<file path="config.mk">
export PLATFORM = sky130hd
export DESIGN_NAME = logic_pipe
export DESIGN_NICKNAME = d
export VERILOG_FILES = /design/src/rtl/logic_pipe.sv
export SDC_FILE = /design/constraint.sdc
export NUM_CORES = 1
export LEC_CHECK = 0
export CAP_MARGIN = 10
export CORE_MARGIN = 2
export CORE_UTILIZATION = 30
export DETAILED_ROUTE_END_ITERATION = 8
export HOLD_SLACK_MARGIN = 0.03
export PLACE_DENSITY = 0.55
export RECOVER_POWER = 100
export SLEW_MARGIN = 30
export SYNTH_ARGS = -nofsm -noshare
export SYNTH_HDL_FRONTEND = slang
export SYNTH_SLANG_ARGS = --single-unit
</file>
<file path="constraint.sdc">
create_clock -name clk -period 3.25 [get_ports clk]
set_input_delay 0.975 -clock clk [delete_from_list [all_inputs] [get_ports clk]]
set_output_delay 0.975 -clock clk [all_outputs]
set_load 0.05 [all_outputs]
</file>
<file path="src/rtl/logic_pipe.sv">
// Bitwise logic unit behind an elastic valid/ready pipeline.
// Results flow through STAGES registers with bubble collapse.
module logic_pipe #(
  parameter int WIDTH  = 64,
  parameter int STAGES = 2
) (
  input  logic             clk,
  input  logic             rst,
  input  logic             in_valid,
  output logic             in_ready,
  input  logic [2:0]       op,
  input  logic [WIDTH-1:0] in1,
  input  logic [WIDTH-1:0] in2,
  input  logic [WIDTH-1:0] in3,
  output logic             out_valid,
  input  logic             out_ready,
  output logic [WIDTH-1:0] out,
  output logic             out_zero,
  output logic [31:0]      acc_count
);

  if (WIDTH < 1 || WIDTH > 64) begin : g_bad_width
    $error("logic_pipe: WIDTH must be 1..64");
  end
  if (STAGES < 1 || STAGES > 4) begin : g_bad_stages
    $error("logic_pipe: STAGES must be 1..4");
  end

  logic [STAGES-1:0] vld_q, vld_d;
  logic [STAGES-1:0] zro_q, zro_d;
  logic [STAGES-1:0] load;
  logic [WIDTH-1:0]  dat_q [STAGES];
  logic [WIDTH-1:0]  dat_d [STAGES];
  logic [WIDTH-1:0]  res;
  logic [31:0]       acc_q, acc_d;
  logic              chain;
  logic              accept;

  always_comb begin
    res = '0;
    unique case (op)
      3'd0: res = ~in1;
      3'd1: res = in1 & in2;
      3'd2: res = ~(in1 & in2);
      3'd3: res = in1 | in2;
      3'd4: res = ~(in1 | in2);
      3'd5: res = in1 ^ in2;
      3'd6: res = in3[0] ? in2 : in1;
      3'd7: res = (in1 & in2) | (in1 & in3) | (in2 & in3);
    endcase
  end

  // A stage can load when it is empty or its content moves on.
  always_comb begin
    load  = '0;
    chain = out_ready;
    for (int k = STAGES - 1; k >= 0; k--) begin
      chain   = !vld_q[k] || chain;
      load[k] = chain;
    end
  end

  assign in_ready = !rst && load[0];
  assign accept   = in_valid && in_ready;

  always_comb begin
    vld_d = vld_q;
    zro_d = zro_q;
    for (int k = 0; k < STAGES; k++) begin
      dat_d[k] = dat_q[k];
    end
    if (load[0]) begin
      vld_d[0] = accept;
      if (accept) begin
        dat_d[0] = res;
        zro_d[0] = (res == '0);
      end
    end
    for (int k = 1; k < STAGES; k++) begin
      if (load[k]) begin
        vld_d[k] = vld_q[k-1];
        if (vld_q[k-1]) begin
          dat_d[k] = dat_q[k-1];
          zro_d[k] = zro_q[k-1];
        end
      end
    end
    acc_d = accept ? acc_q + 32'd1 : acc_q;
  end

  always_ff @(posedge clk) begin
    if (rst) begin
      vld_q <= '0;
      zro_q <= '1;
      acc_q <= '0;
      for (int k = 0; k < STAGES; k++) begin
        dat_q[k] <= '0;
      end
    end else begin
      vld_q <= vld_d;
      zro_q <= zro_d;
      acc_q <= acc_d;
      for (int k = 0; k < STAGES; k++) begin
        dat_q[k] <= dat_d[k];
      end
    end
  end

  assign out_valid = vld_q[STAGES-1];
  assign out       = dat_q[STAGES-1];
  assign out_zero  = zro_q[STAGES-1];
  assign acc_count = acc_q;

endmodule

</file>
==> metrics.md <==
| Metric | Value |
|---|---|
| Pin count of the biggest net entering global routing | `66` |
| Post-synth net total | `2199` |
| Tcrit/Tclk final | `98.3%` |
| Starting Density | `30.2%` |
| Area grow syn2layout | `42.0%` |
| DRT Pass-1 Iters | `5` |
| DIE HEIGHT | `220 um` |
| XOR/XNOR Fraction of Synth Area | `1.88%` |
| Hold depth | `2` |
| Clock Tree Root | `clkbuf_16` |
| Syn Area/Cell | `7.49 um^2` |
| Post-DP Area | `19200 um^2` |
| Main combinational cell family by area after synthesis | `compound AO/OA/AOI/OAI gates` |
| Max cap viols | `0` |
| Die outline area | `48500 um^2` |
| Final hold violations | `0` |
| Vias in the first global route | `14.8k` |
| Worst EP arrival | `3.53 ns` |
| Initial antenna violation count | `1` |
| CTS buffer count | `17` |
| DRC | `0` |
| Number of port buffers | `297` |
| Post-synthesis sequential area ratio | `23.4%` |
| Hold Slack | `0.451 ns` |
| Via density per instance | `5.19` |
| Flops & latches, synth | `164` |
| Core area | `46400 um^2` |
| First-pass GRT wire length | `84.9 mm` |
| Largest area contributor in the netlist | `dfxtp_1` |
| Status | `completed` |
| Maximum clock rate | `0.313 GHz` |
| CTS tree | `built` |
| Gr usage total | `22.6%` |
| Final weighted congestion in routability-driven placement | `0.899` |
| Crit-path max FO | `2` |
| Post-synth top area share | `23.4%` |
| Mapped cell area | `14000 um^2` |
| Relative slew slack | `7.49%` |
| Simple-Gate Fraction of Synth Area | `18.6%` |
| CTS Sinks | `164` |
| WS Path Type | `input port to register` |
| Storage cell area | `3280 um^2` |
| Yosys Warn Count | `0` |
| Crit. End Element | `register` |
| Mux contribution to synthesized area | `7.02%` |
| Total Wirelength | `56.0 mm` |
| Largest cells by area after synthesis | `dfxtp_1, ha_1, nand2_1, mux2i_1, o21ai_0` |
| Post-synth EDFFs | `0` |
| Finish-stage setup viols | `0` |
| Clk slew on worst S/H paths | `0.07 ns` |
| Final Skew | `0.00841 ns` |
| Top Ports | `298` |
| Multi-input gate area | `9130 um^2` |
| Final TNS setup | `0 ns` |
| Worst Setup Start Kind | `input port` |
| PwrDens | `318 nW/um^2` |
| Clock Tree Buf Depth | `2` |
| Min Tclk post-route | `3.19 ns` |
| Synth Area in Compound Gates | `24.9%` |
| Total power | `6.32 mW` |
| Max VDD drop | `242 uV` |
| Routed via count | `15.2k` |
| Mapped Cells | `1871` |
| Routed WL per cell | `19.2 um` |
| Die Span X | `220 um` |
| Post-synth ARST share | `0%` |
| Leak | `8.96 nW` |
| Critical Path RT | `3.59 ns` |
| Post-synth cell types | `76` |
| Min-Delay Path Class | `register to register` |
| Synth Flop Type | `dfxtp_1` |
| Fillers | `4663` |
| DR iter-0 viols | `1031` |
| R2R depth | `5` |
| Total grt overflow | `0` |
| Slew @ Worst Pin | `1.39 ns` |
| Htree depth | `4` |
| Final nets | `2628` |
| Post-DP HPWL | `44.7 mm` |
| Worst skew pair latency | `0.42 ns` |
| Standard-cell rows | `79` |
| Finished layout cell area | `19900 um^2` |
| Synthesized-area fraction occupied by adder cells | `11.5%` |
| Max Slew Vio Count | `0` |
| Layout cells sized above 1 | `17.6%` |
| Post-DRT Antenna Nets | `0` |
## final timing paths
kind | endpoint | slack, ns | from
max | zro_q[0]$_SDFFE_PP1P_ | 0.06 | in1[50]
min | dat_q[0][120]$_SDFFE_PP0P_ | 0.45 | dat_q[0][56]$_SDFFE_PP0P_
max reg2reg | dat_q[0][62]$_SDFFE_PP0P_ | 0.79 | vld_q[0]$_SDFFE_PP0N_
min reg2reg | dat_q[0][120]$_SDFFE_PP0P_ | 0.45 | dat_q[0][56]$_SDFFE_PP0P_
## routing by layer
layer | routed length [um] | vias up | GRT usage [%]
met2 | 25400 | 506 | 37.2
li1 | - | 7398 | -
met1 | 25400 | 7171 | 30.1
met4 | 1720 | 0 | 7.49
met5 | 0 | - | 0
met3 | 3490 | 86 | 3.45
## layout by cell type (no fill, tap or decap), drive strengths merged, types with 8 or more instances in the layout
cell type / count
buf: 305
nand2: 288
clkdlybuf4s50: 179
dfxtp: 164
inv: 162
o21ai: 139
ha: 129
a21oi: 125
dlygate4sd3: 103
nor2: 83
mux2i: 81
nand3: 80
o211ai: 38
clkbuf: 32
o22ai: 29
nor2b: 25
xor2: 21
nand2b: 18
a211oi: 18
a221oi: 18
o21a: 17
a32oi: 17
a22oi: 17
mux2: 15
o2bb2ai: 12
nor3: 12
o221ai: 12
a22o: 11
and3: 11
nand3b: 9
xnor2: 9
nand4: 8
o211a: 8
## per-stage QoR
stage               std cells  worst slack [ns]  utilization [%]
floorplan                1871             0.143                -
global placement         2884            -0.690             41.4
detailed placement       2884            -0.746             41.4
CTS                      2916           0.00458             42.7
global route             2921           -0.0257             42.9
finish                   2921            0.0557             42.9
## logic make-up (layout without fill, tap and decap cells)
family / after synthesis / after routing
mux: 96 / 96
fa+ha+maj: 129 / 129
xor+xnor: 30 / 30
compound gates: 528 / 528
simple gates: 570 / 570
buf+inv: 354 / 796
flops: 164 / 164
other cells: 0 / 1
## cells in the mapped netlist, types with 10 or more instances
cell / count
dfxtp_1: 164
and3_1: 11
mux2_2: 14
ha_1: 129
a22o_1: 11
o22ai_1: 29
o2bb2ai_1: 12
nand2b_1: 18
a211oi_1: 18
clkbuf_1: 58
a32oi_1: 17
buf_6: 10
inv_1: 153
xor2_1: 21
nand2_1: 287
o211ai_1: 38
buf_4: 84
nor2_1: 81
buf_2: 40
a221oi_1: 17
o221ai_1: 12
a21oi_1: 125
nor2b_1: 24
a22oi_1: 17
nand3_1: 80
o21a_1: 17
mux2i_1: 81
nor3_1: 11
o21ai_0: 136
## critical path, cell delays in order
cell	delay, ns
clkdlybuf4s50_1	0.57
inv_1	0.09
ha_1	0.21
nor2_1	0.10
a21oi_1	0.05
a221o_1	0.29
o2bb2ai_1	0.18
or4_1	0.48
a2111o_1	0.37
o31ai_2	0.22
## what timing repair did
action,CTS,global route
endpoints found under the setup margin,1,1
gates resized for setup,8,31
hold buffers,0,0
buffers inserted,0,4
pin swaps,6,19
## flip-flops by register name, indices dropped and copies added (netlist names)
register / cells
vld_q: 2
acc_count: 32
zro_q: 2
dat_q: 128
## power by group
group / internal (mW) / switching (mW)
clock: 1.08 / 0.868
sequential: 2.12 / 0.0594
combinational: 1.02 / 1.17
## area by class of cell
cell class	instances	area share, %
sequential	164	16.5
clock buffer	18	2.16
tap	607	3.82
antenna	1	0.0126
multi-input combinational	1353	45.9
inverter	155	2.92
clock inverter	14	0.704
timing repair buffer	609	28.0
Note: power is estimated with default switching activity, not from simulation.
